**src/rtl/ctrl_pipe_regs_pkg.sv**
```systemverilog
// Shared control-word definitions for the decoder and the ID/EX/MEM/WB control pipeline.
package ctrl_pipe_regs_pkg;

  localparam int REG_W      = 5;
  localparam int ALU_OP_W   = 4;
  localparam int SOH_W      = 4;
  localparam int RAM_SIZE_W = 2;
  localparam int LCJ_W      = 2;

  localparam int IMM_W_DEF = 32;
  localparam int KW_W_DEF  = 80;
  localparam int CNT_W_DEF = 16;

  // Writeback source select carried in the lcj field
  localparam logic [LCJ_W-1:0] LCJ_ALU  = 2'b00;
  localparam logic [LCJ_W-1:0] LCJ_LOAD = 2'b01;
  localparam logic [LCJ_W-1:0] LCJ_CALL = 2'b10;
  localparam logic [LCJ_W-1:0] LCJ_JMPL = 2'b11;

  // ASCII "nop", right-justified and zero padded
  localparam logic [KW_W_DEF-1:0] KW_NOP = 80'h6e6f70;

endpackage

```
**src/rtl/ctrl_stage_reg.sv**
```systemverilog
// One pipeline stage register: holds when en=0, loads the bubble value on bubble or reset.
import ctrl_pipe_regs_pkg::*;

module ctrl_stage_reg #(
  parameter int           W       = 8,
  parameter logic [W-1:0] RST_VAL = '0
) (
  input  logic         clk,
  input  logic         reset,
  input  logic         en,
  input  logic         bubble,
  input  logic [W-1:0] d,
  output logic [W-1:0] q
);

  always_ff @(posedge clk) begin
    if (reset) begin
      q <= RST_VAL;
    end else if (en) begin
      q <= bubble ? RST_VAL : d;
    end
  end

endmodule

```
**src/rtl/ctrl_pipe_regs.sv**
```systemverilog
// Control-word pipeline from ID to WB with load-use stall, flush bubbles and perf counters.
import ctrl_pipe_regs_pkg::*;

module ctrl_pipe_regs #(
  parameter int IMM_W = IMM_W_DEF,
  parameter int KW_W  = KW_W_DEF,
  parameter int CNT_W = CNT_W_DEF
) (
  input  logic                  clk,
  input  logic                  reset,
  input  logic                  LE,
  input  logic                  flush,
  input  logic [ALU_OP_W-1:0]   id_alu_op,
  input  logic [SOH_W-1:0]      id_soh_s,
  input  logic                  id_alu_src,
  input  logic                  id_psr_en,
  input  logic                  id_rf_le,
  input  logic                  id_load,
  input  logic [RAM_SIZE_W-1:0] id_ram_size,
  input  logic                  id_ram_rw,
  input  logic                  id_ram_en,
  input  logic [LCJ_W-1:0]      id_lcj,
  input  logic                  id_mem_to_reg,
  input  logic                  id_call,
  input  logic                  id_jmpl,
  input  logic [REG_W-1:0]      id_rs1,
  input  logic [REG_W-1:0]      id_rs2,
  input  logic [REG_W-1:0]      id_rd,
  input  logic [IMM_W-1:0]      id_imm,
  input  logic [KW_W-1:0]       id_kw,
  output logic [ALU_OP_W-1:0]   ex_alu_op,
  output logic [SOH_W-1:0]      ex_soh_s,
  output logic                  ex_alu_src,
  output logic                  ex_psr_en,
  output logic                  ex_rf_le,
  output logic                  ex_load,
  output logic [RAM_SIZE_W-1:0] ex_ram_size,
  output logic                  ex_ram_rw,
  output logic                  ex_ram_en,
  output logic [LCJ_W-1:0]      ex_lcj,
  output logic                  ex_mem_to_reg,
  output logic                  ex_call,
  output logic                  ex_jmpl,
  output logic [REG_W-1:0]      ex_rs1,
  output logic [REG_W-1:0]      ex_rs2,
  output logic [REG_W-1:0]      ex_rd,
  output logic [IMM_W-1:0]      ex_imm,
  output logic [KW_W-1:0]       ex_kw,
  output logic                  mem_rf_le,
  output logic [REG_W-1:0]      mem_rd,
  output logic [RAM_SIZE_W-1:0] mem_ram_size,
  output logic                  mem_ram_rw,
  output logic                  mem_ram_en,
  output logic                  mem_load,
  output logic [LCJ_W-1:0]      mem_lcj,
  output logic                  mem_mem_to_reg,
  output logic [KW_W-1:0]       mem_kw,
  output logic                  wb_rf_le,
  output logic [REG_W-1:0]      wb_rd,
  output logic [LCJ_W-1:0]      wb_lcj,
  output logic                  wb_mem_to_reg,
  output logic [KW_W-1:0]       wb_kw,
  output logic                  stall_if,
  output logic [CNT_W-1:0]      cnt_retired,
  output logic [CNT_W-1:0]      cnt_bubbles
);

  localparam int IDEX_W  = 1 + ALU_OP_W + SOH_W + 4 + RAM_SIZE_W + 2 + LCJ_W + 3
                           + 3*REG_W + IMM_W + KW_W;
  localparam int EXMEM_W = 2 + REG_W + RAM_SIZE_W + 3 + LCJ_W + 1 + KW_W;
  localparam int MEMWB_W = 2 + REG_W + LCJ_W + 1 + KW_W;

  // kw sits in the low bits, so zero-extending the "nop" tag yields the whole bubble word
  localparam logic [KW_W-1:0]    KW_BUB    = KW_W'(KW_NOP);
  localparam logic [IDEX_W-1:0]  IDEX_BUB  = IDEX_W'(KW_BUB);
  localparam logic [EXMEM_W-1:0] EXMEM_BUB = EXMEM_W'(KW_BUB);
  localparam logic [MEMWB_W-1:0] MEMWB_BUB = MEMWB_W'(KW_BUB);

  logic                ex_valid, mem_valid, wb_valid;
  logic                wb_rf_le_raw;
  logic                hazard, id_bubble;
  logic [IDEX_W-1:0]   idex_d, idex_q;
  logic [EXMEM_W-1:0]  exmem_d, exmem_q;
  logic [MEMWB_W-1:0]  memwb_d, memwb_q;

  // Flow control: LE=0 freezes every stage. With LE=1 the ID word is taken unless
  // flush or a load-use hazard turns it into a bubble; on a hazard stall_if holds
  // fetch so the same ID word is presented again next cycle.
  assign hazard = ex_valid & ex_load & ex_rf_le & (ex_rd != '0) &
                  ((ex_rd == id_rs1) |
                   ((ex_rd == id_rs2) & ~id_alu_src) |
                   ((ex_rd == id_rd) & id_ram_en & id_ram_rw));
  assign id_bubble = flush | hazard;
  assign stall_if  = hazard & LE & ~flush;

  assign idex_d = {1'b1, id_alu_op, id_soh_s, id_alu_src, id_psr_en, id_rf_le, id_load,
                   id_ram_size, id_ram_rw, id_ram_en, id_lcj, id_mem_to_reg, id_call,
                   id_jmpl, id_rs1, id_rs2, id_rd, id_imm, id_kw};
  assign {ex_valid, ex_alu_op, ex_soh_s, ex_alu_src, ex_psr_en, ex_rf_le, ex_load,
          ex_ram_size, ex_ram_rw, ex_ram_en, ex_lcj, ex_mem_to_reg, ex_call, ex_jmpl,
          ex_rs1, ex_rs2, ex_rd, ex_imm, ex_kw} = idex_q;

  assign exmem_d = {ex_valid, ex_rf_le, ex_rd, ex_ram_size, ex_ram_rw, ex_ram_en, ex_load,
                    ex_lcj, ex_mem_to_reg, ex_kw};
  assign {mem_valid, mem_rf_le, mem_rd, mem_ram_size, mem_ram_rw, mem_ram_en, mem_load,
          mem_lcj, mem_mem_to_reg, mem_kw} = exmem_q;

  assign memwb_d = {mem_valid, mem_rf_le, mem_rd, mem_lcj, mem_mem_to_reg, mem_kw};
  assign {wb_valid, wb_rf_le_raw, wb_rd, wb_lcj, wb_mem_to_reg, wb_kw} = memwb_q;

  // r0 is hardwired, so a write to it never reaches the register file
  assign wb_rf_le = wb_rf_le_raw & (wb_rd != '0);

  ctrl_stage_reg #(.W(IDEX_W), .RST_VAL(IDEX_BUB)) u_id_ex (
    .clk(clk), .reset(reset), .en(LE), .bubble(id_bubble), .d(idex_d), .q(idex_q)
  );

  ctrl_stage_reg #(.W(EXMEM_W), .RST_VAL(EXMEM_BUB)) u_ex_mem (
    .clk(clk), .reset(reset), .en(LE), .bubble(1'b0), .d(exmem_d), .q(exmem_q)
  );

  ctrl_stage_reg #(.W(MEMWB_W), .RST_VAL(MEMWB_BUB)) u_mem_wb (
    .clk(clk), .reset(reset), .en(LE), .bubble(1'b0), .d(memwb_d), .q(memwb_q)
  );

  always_ff @(posedge clk) begin
    if (reset) begin
      cnt_retired <= '0;
      cnt_bubbles <= '0;
    end else if (LE) begin
      if (id_bubble) cnt_bubbles <= cnt_bubbles + CNT_W'(1);
      if (wb_valid)  cnt_retired <= cnt_retired + CNT_W'(1);
    end
  end

endmodule

```
**config.mk**
```make
export PLATFORM = sky130hd
export DESIGN_NAME = ctrl_pipe_regs
export DESIGN_NICKNAME = d
export VERILOG_FILES = /design/src/rtl/ctrl_pipe_regs_pkg.sv /design/src/rtl/ctrl_stage_reg.sv /design/src/rtl/ctrl_pipe_regs.sv
export SDC_FILE = /design/constraint.sdc
export NUM_CORES = 1
export LEC_CHECK = 0
export BUFFER_PORTS_ARGS = -buffer_cell sky130_fd_sc_hd__buf_2
export CAP_MARGIN = 20
export CORE_MARGIN = 10
export CORE_UTILIZATION = 45
export DETAILED_ROUTE_END_ITERATION = 12
export HOLD_SLACK_MARGIN = 0.12
export PLACE_DENSITY = 0.77
export SLEW_MARGIN = 20
export SYNTH_ARGS = -nofsm -noshare
export SYNTH_HDL_FRONTEND = slang
export SYNTH_SLANG_ARGS = --single-unit
```
**constraint.sdc**
```tcl
create_clock -name clk -period 3.1 [get_ports clk]
set_input_delay 0.155 -clock clk [delete_from_list [all_inputs] [get_ports clk]]
set_output_delay 0.155 -clock clk [all_outputs]
set_load 0.01 [all_outputs]
```
# After elaboration in Yosys (flattened, before gate mapping)

Index checks and enable logic that the tools add are counted.

Add/sub/neg operators: 2
Equal/unequal tests: 3
Muxes and demuxes: 1
Bitwise gates (word level): 15
Reductions and logical operators: 4

Operators with widths:

| operator                                                        | count |
|---|---|
| 149-bit 2-to-1 mux                                              | 1 |
| 16-bit by 1-bit adder with 16-bit output, second input constant | 2 |
| 5-bit equality test                                             | 3 |
| 1-bit AND                                                       | 10 |
| 5-bit nonzero test                                              | 2 |
| 2-bit AND reduction                                             | 2 |
| 1-bit OR                                                        | 3 |
| 1-bit NOT                                                       | 2 |

Register bits after elaboration: 366
Input bits: 152
Output and inout port bits: 364
Logic and storage cells: 30

# Longest topological paths before layout

Gate-level depths: netlist (run 1).

Depth after elaboration: 7
Depth in mapped cells: 9
Gate-level depth less buffers: 6

# Cells and area by module

From an unflattened synthesis (run 1), not the netlist that was laid out.

Cells, all modules: 1687
Area total of the unflattened synthesis: 15377.2 µm²

By module, submodules not included:

| module                     | times used | cells each | area each (µm²) | sequential area each (µm²) |
|---|---|---|---|---|
| ctrl_stage_reg at u_id_ex  | 1          | 663        | 6142.1          | 2982.9 |
| ctrl_stage_reg at u_ex_mem | 1          | 422        | 3833.7          | 1901.8 |
| ctrl_stage_reg at u_mem_wb | 1          | 400        | 3708.6          | 1801.7 |
| ctrl_pipe_regs             | 1          | 202        | 1692.9          | 640.6 |

# Least setup slack after synthesis (run 1)

No wires, ideal clock.

Path kind: register to register
Start point: reg u_id_ex.q[114]
End point: reg cnt_bubbles[14]
Library setup time: 121 ps
Arrival: 1860 ps
Required time: 2979 ps
Slack: 1119 ps
Stages on the path, launching flop included: 9
Path buffers: 2
Period minus slack after synthesis: 1981 ps
Path through: dfxtp_1 -> buf_2 -> xnor2_2 -> nand4_1 -> o32ai_4 -> o21a_1 -> buf_4 -> and3_1 -> mux2_2

Longest elaborated chain between the ends: 7
Elaborated cells between the ends (all ways): 13
Those cells by class: 3 x eq/ne; 8 x bitwise; 2 x reduce/logical

RTL lines:

| item                                          | line                                       | text |
|---|---|---|
| start: declaration                            | ctrl_stage_reg.sv:13                       | `output logic [W-1:0] q` |
| start signal: assignment                      | ctrl_stage_reg.sv:20                       | `q <= bubble ? RST_VAL : d;` |
| 5-bit equality test, on equally long branches | ctrl_pipe_regs.sv:91, ctrl_pipe_regs.sv:92 |  |
| 1-bit AND, on equally long branches           | ctrl_pipe_regs.sv:91, ctrl_pipe_regs.sv:92 |  |
| 1-bit OR or 1-bit AND (tied branches)         | ctrl_pipe_regs.sv:90, ctrl_pipe_regs.sv:92 |  |
| 1-bit OR                                      | ctrl_pipe_regs.sv:91                       | `((ex_rd == id_rs2) & ~id_alu_src) \|` |
| 1-bit AND *                                   | ctrl_pipe_regs.sv:89                       | `assign hazard = ex_valid & ex_load & ex_rf_le & (ex_rd != '0) &` |
| 1-bit OR *                                    | ctrl_pipe_regs.sv:93                       | `assign id_bubble = flush \| hazard;` |
| 2-bit AND reduction (no source line) *        | -                                          |  |
| end signal: assignment                        | ctrl_pipe_regs.sv:131                      | `if (id_bubble) cnt_bubbles <= cnt_bubbles + CNT_W'(1);` |
| end: declaration                              | ctrl_pipe_regs.sv:65                       | `output logic [CNT_W-1:0] cnt_bubbles` |

Mark *: on every way between the ends. The rest lies on a longest branch, timed or not.
A chain may end at the register's enable or synchronous reset.

# Worst setup path after layout (run 1)

Start point: reg u_id_ex.q[113]
End point: out stall_if

Longest elaborated chain between the ends: 7
Elaborated cells between the ends (all ways): 13
Those cells by class: 3 x eq/ne; 9 x bitwise; 1 x reduce/logical

RTL lines:

| item                                          | line                                       | text |
|---|---|---|
| 5-bit equality test, on equally long branches | ctrl_pipe_regs.sv:91, ctrl_pipe_regs.sv:92 |  |
| 1-bit AND, on equally long branches           | ctrl_pipe_regs.sv:91, ctrl_pipe_regs.sv:92 |  |
| 1-bit OR or 1-bit AND (tied branches)         | ctrl_pipe_regs.sv:90, ctrl_pipe_regs.sv:92 |  |
| 1-bit OR                                      | ctrl_pipe_regs.sv:91                       |  |
| 1-bit AND *                                   | ctrl_pipe_regs.sv:89                       |  |
| 1-bit AND * (2 in a row)                      | ctrl_pipe_regs.sv:94                       | `assign stall_if = hazard & LE & ~flush;` |
| end: declaration                              | ctrl_pipe_regs.sv:63                       | `output logic stall_if,` |

Marks and branches as above.

==> impl_results.md, run 1 <==
* Worst stage delay on the critical path at 610 ps
* IO Pins at 516
* P_int at 7.868 mW
* Detail Placement HPWL at 33.17 mm
* R2R Path End: u_id_ex.q[19]
* Final Hold Vio Count at 0
* Clock share of power at 42.6%
* Commonest non-fill, non-tap cell in the layout: buf_2
* Clk sinks at 366
* Top cell family by delay on the critical path: simple AND/OR/NAND/NOR gates
* Crit Path Max Fanout at 46
* Worst-Margin Slew at 1111 ps
* Status: complete, no violations
* Combinational share of power at 9.9%
* Vias in the first global route at 13068
* Area delta synth->final at 21.26%
* Die Ht at 206.8 um
* F_max at 344.2 MHz
* Layout Cells excl Fill at 2411
* Min-Delay Path Class: input pin to flip-flop
* Sw Ratio at 24.19%
* Synth Instances at 1630
* H-tree depth at 2
* GRT Total Usage at 22.08%
* Clock latency at the later pin of the worst-skew pair at 530 ps
* 1st-iter DRT viols at 815
* Critical path required time at 2940 ps
* Synthesized area at 0.01571 sq mm
* Hold_sp: reset
* Main area contributors after synthesis: dfxtp_1 (47%), buf_4 (15%), mux2i_1 (10%)
* First-pass DRT Iterations at 6
* Rows at 68
* Synth top area share at 46.64%
* Syn avg cell area at 9.638 sq um
* Nets at 2080
* Layout cell share with drive strength beyond 1 at 30.72%
* RSZ-0062 raised after global routing: false
* CTS clock-pin slew for the worst setup and hold paths at 60 ps
* Critical path arrival at 2750 ps
* Largest net degree at the start of global routing at 125
* CP Class: flip-flop to output port
* Initial antenna violation count at 3
* #FFs+latches synth at 366
* Setup WS pre-CTS at 639.4 ps
* Unique cell type count in the Yosys netlist at 40
* Pwr Total at 10.38 mW
* Via count at 12870
* FF-to-FF Start: u_id_ex.q[113]
* Slew Limit Headroom at 25.93%
* R2R cell count at 7
* DRC at 0
* Static leakage at 8.881 nW
* Initial Util at 45.59%
* Worst setup EP type: output port
* GRT overflow at 0
* DR vias/cell at 5.338
* Period utilization at 93.73%
* Pwr per Cell Area at 544.7 mW/mm^2
* Gpl congestion at 0.9352
* Core box area at 0.03446 sq mm
* WHS Endpoint: u_id_ex.q[127]
* DP Cell Count at 2183
* Slowest cell on the critical path: nor4_1
* Ys Warns at 0
* Seq pwr share at 47.6%
* VDD IR-drop max at 0.4191 mV
* Fin. max-slew vios at 0
* Final setup margin at 194.5 ps
* First-pass GRT wire length at 75.58 mm
* Syn_nets at 1784
* Port bufs at 515
* R2r setup slk at 350 ps
* CTS max path bufs at 3
* Min Hold Slack at 136.8 ps
* Setup crit start kind: flip-flop
* CTS buffer count at 38
* Seq/Total Area, Yosys at 46.64%
* Commonest cells after routing, fill and taps aside: buf_2 (513), dfxtp_1 (366), nor2_1 (318)
* WL final at 50.48 mm
* Routed length per instance at 20.94 um
* Die area at 0.04278 sq mm
* Post-route ant nets at 0
* Post-route setup TNS at 0 ps
* CTS tree: yes
* Buf+Inv Stages, Crit Path at 2
* Clock skew at 23.96 ps
* Post-synth top area cell: dfxtp_1
* Die W at 206.8 um
* Crit path cell chain: xnor2_1 > nand2_1 > nor4_1 > o21ai_4 > buf_4 > nor2_1 > buf_2
* Post-CTS Setup Inserts at 0
* Max cap viols at 0
* Fin crit period at 2906 ps
* Final count of negative-setup-slack endpoints at 0
* Root buffer cell: clkbuf_16
* Switching power total at 2.510 mW
* Hold depth at 2
## cell families (layout without fill, tap and decap cells)
family,Yosys count,after routing,share of synthesized area [%]
muxes,163,163,10.42
and+or+nand+nor,424,424,11.64
other,0,3,0
adders and majority gates,2,2,0.1593
xor gates and xnor gates,31,31,1.776
buffers and inverters,438,761,18.18
AOI/OAI and AO/OA,206,206,11.18
DFF,366,366,46.64
## per-stage QoR
step,cell area (sq um),utilization (%)
2_1_floorplan,15710,-
3_3_place_gp,16260,47.19
3_5_place_dp,16260,47.19
4_1_cts,19040,55.25
5_1_grt,19050,55.28
6_report,19050,55.29
## synth_stat cells, drive strengths merged
cell / n
o41ai: 1
nor2b: 4
or4: 1
buf: 355
dfxtp: 366
mux2i: 159
clkbuf: 80
and4: 3
nor3: 3
nor4: 1
ha: 2
or3: 8
nand2: 8
a32oi: 134
and2: 31
nand4b: 2
a211o: 28
xnor2: 18
o21ai: 12
a21oi: 11
or2: 1
nand4: 11
xor2: 13
o32ai: 15
nor2: 319
nand2b: 14
o211ai: 1
inv: 3
mux2: 4
nand3: 12
o21a: 4
and3: 6
## power by group through the flow
stage          registers [mW]  logic, mW  clock network (mW)
3_5_place_dp             5.03      0.839                   0
6_report                 4.94       1.03                4.42
5_1_grt                  4.95       1.10                4.66
3_3_place_gp             5.03      0.824                   0
2_1_floorplan            5.00      0.642                   0
4_1_cts                  4.93       1.00                4.48
## final cells by class
type,count,area (sq um)
diodes,3,7.507
clock buffers,56,1100
clock inverters,11,95.09
fillers,2840,15410
inverters,3,16.27
multi-input cells,826,5543
flip-flops and latches,366,7327
well taps,455,569.3
repair buffers,691,4393
## timing repair
| item | 4_1_cts | 5_1_grt |
|---|---|---|
| endpoints found under the hold margin | 154 | 0 |
| hold buffers | 158 | 0 |
| endpoints found under the setup margin | 0 | 2 |
| gates resized for setup | 0 | 1 |
## worst max path at each step
| stage | from | endpoint | slack [ps] | depth (start not counted) |
|---|---|---|---|---|
| 6_report | u_id_ex.q[113] | stall_if | 190 | 7 |
| 5_1_grt | u_id_ex.q[113] | stall_if | 1 | 7 |
| 4_1_cts | u_id_ex.q[113] | stall_if | 220 | 7 |
| 3_5_place_dp | u_id_ex.q[113] | u_id_ex.q[114] | 640 | 7 |
| 3_3_place_gp | u_id_ex.q[113] | u_id_ex.q[112] | 730 | 7 |
| 2_1_floorplan | u_id_ex.q[114] | cnt_bubbles[14] | 1120 | 8 |
## layer usage
layer / up-vias / global-route usage (%) / share of wire, %
met1: 6143 / 25.32 / 38
met2: 675 / 36.74 / 48
li1: 5904 / - / -
met4: 0 / 10.27 / 4.4
met5: - / 0 / 0
met3: 148 / 7.210 / 10
## registers in the layout, summed over array words and instances (netlist names)
name / cells
cnt_bubbles: 16
u_id_ex.q: 149
u_mem_wb.q: 90
u_ex_mem.q: 95
cnt_retired: 16
Power figures use the tool's default switching activity.
==> inputs of run 2 (changes only) <==
--- a/config.mk
+++ b/config.mk
@@ -11,7 +11,8 @@
 export CORE_UTILIZATION = 45
 export DETAILED_ROUTE_END_ITERATION = 12
 export HOLD_SLACK_MARGIN = 0.12
-export PLACE_DENSITY = 0.77
+export PLACE_DENSITY = 0.83
+export REMOVE_ABC_BUFFERS = 1
 export SLEW_MARGIN = 20
 export SYNTH_ARGS = -nofsm -noshare
 export SYNTH_HDL_FRONTEND = slang
==> impl_results.md, run 2 (synthesis results as in run 1) <==
* Die W at 206.8 um
* Min Hold Slack at 160.3 ps
* Clk sinks at 366
* CTS clock-pin slew for the worst setup and hold paths at 60 ps
* Initial antenna violation count at 2
* Routed length per instance at 21.43 um
* Multi-input logic area at 0.005542 sq mm
* Final Hold Vio Count at 0
* Nets at 2080
* Gpl congestion at 0.8648
* Post-route ant nets at 0
* F_max at 340.1 MHz
* H-tree depth at 2
* Setup crit start kind: flip-flop
* Initial Util at 45.59%
* CTS tree: yes
* Via count at 13289
* Crit Path Max Fanout at 14
* Biggest regs: u_id_ex.q x149, u_ex_mem.q x95, u_mem_wb.q x90
* Clock latency at the later pin of the worst-skew pair at 530 ps
* CTS buffer count at 38
* Placed Area at 0.01624 sq mm
* Core box area at 0.03446 sq mm
* Die area at 0.04278 sq mm
* Fin. max-slew vios at 0
* Commonest non-fill, non-tap cell in the layout: buf_2
* Status: complete, no violations
* Root buffer cell: clkbuf_16
* Commonest cells after routing, fill and taps aside: buf_2 (513), dfxtp_1 (366), nor2_1 (318)
* Final count of negative-setup-slack endpoints at 0
* Seq. cell area at 0.007327 sq mm
* Crit path cell chain: xnor2_1 > nand2_1 > nor4_1 > o21a_1 > o32ai_1 > dlygate4sd3_1 > nand2b_1
* Min-Delay Path Class: input pin to flip-flop
* Port bufs at 515
* GRT overflow at 0
* DRC at 0
* 1st-iter DRT viols at 914
* Clock skew at 16.53 ps
* Worst-Margin Slew at 994.1 ps
* Largest net degree at the start of global routing at 136
* Fin crit period at 2941 ps
* Register with the most flip-flops: u_id_ex.q
* Static leakage at 8.945 nW
* GRT Total Usage at 22.58%
* Largest register FFs at 149
* Slew Limit Headroom at 33.73%
* Detail Placement HPWL at 31.53 mm
* Critical path arrival at 3400 ps
* # fillers at 2677
* RSZ-0062 raised after global routing: false
* Max cap viols at 0
* Final Instance Area at 0.01916 sq mm
* Worst stage delay on the critical path at 630 ps
* First-pass DRT Iterations at 5
* CTS max path bufs at 3
* First-pass GRT wire length at 77.57 mm
* Pwr per Cell Area at 557.5 mW/mm^2
* VDD IR-drop max at 0.4543 mV
* Rows at 68
* Final core occ at 55.60%
* Slowest cell on the critical path: o21a_1
* Period utilization at 94.86%
* Area delta synth->final at 21.94%
* IO Pins at 516
* CTS resizes at 0
* Die Ht at 206.8 um
* Critical path required time at 3560 ps
* WL final at 51.64 mm
* CP Class: flip-flop to flip-flop
* Vias in the first global route at 13561
* DR vias/cell at 5.514
* Worst setup EP type: flip-flop
* Layout cell share with drive strength beyond 1 at 30.67%
run 2: cell count changes in the layout (fill, tap and decap cells not counted), moves of 2 or more:
| cell | change |
|---|---|
| dlygate4sd3_1 | +4 |
| buf_4 | -4 |
| clkbuf_1 | -4 |
| clkinv_2 | +2 |
| inv_6 | -3 |
| clkbuf_16 | +2 |
| bufinv_16 | +2 |
run 2: final cells by class:
cell class              instances  area share [%]
repair buffers                691           23.03
clock buffers                  55           5.996
inverters                       3         0.07184
multi-input cells             826           28.93
flip-flops and latches        366           38.25
diodes                          2         0.02613
well taps                     455           2.972
clock inverters                12          0.7315
run 2: power breakdown:
| group | total (mW) | switching, mW | internal (mW) |
|---|---|---|---|
| Clock | 4.71 | 1.88 | 2.82 |
| Combinational | 1.04 | 0.553 | 0.485 |
| Sequential | 4.94 | 0.104 | 4.83 |
run 2: routing by layer:
layer	share of wire, %	global-route usage [%]
met5	0	0
met2	48	38.45
met1	35	24.11
met4	5.8	13.32
met3	11	7.366
run 2: worst max-delay path: cells and delay by family (launching register included):
family / cells / cell delay (ps)
xor gates and xnor gates: 1 / 160
buffers and inverters: 1 / 600
AOI/OAI and AO/OA: 2 / 810
and+or+nand+nor: 3 / 790
DFF: 1 / 500
run 2: per-stage QoR:
step / std cells / worst slack [ps] / TNS (ps) / total power [mW]
after floorplan: 1195 / -2623 / -352230 / 5.365
final: 2410 / 159.5 / 0 / 10.68
after global placement: 2179 / 858.8 / 0 / 5.829
after global routing: 2409 / 44.70 / 0 / 11.00
after detailed placement: 2179 / 780.4 / 0 / 5.857
after CTS: 2408 / 226.6 / 0 / 10.70
run 2: timing repair:
item / CTS / global route
endpoints found under the hold margin: 155 / 0
hold buffers: 162 / 0
setup buffers: 0 / 0
run 2: worst paths after layout:
kind | depth (start not counted) | slack, ps | start | endpoint
setup reg to reg | 7 | 160 | u_id_ex.q[112] | u_id_ex.q[13]
hold / removal | 2 | 160 | reset | u_mem_wb.q[82]
setup / recovery | 7 | 160 | u_id_ex.q[112] | u_id_ex.q[13]
hold reg to reg | 1 | 470 | u_mem_wb.q[9] | u_mem_wb.q[9]
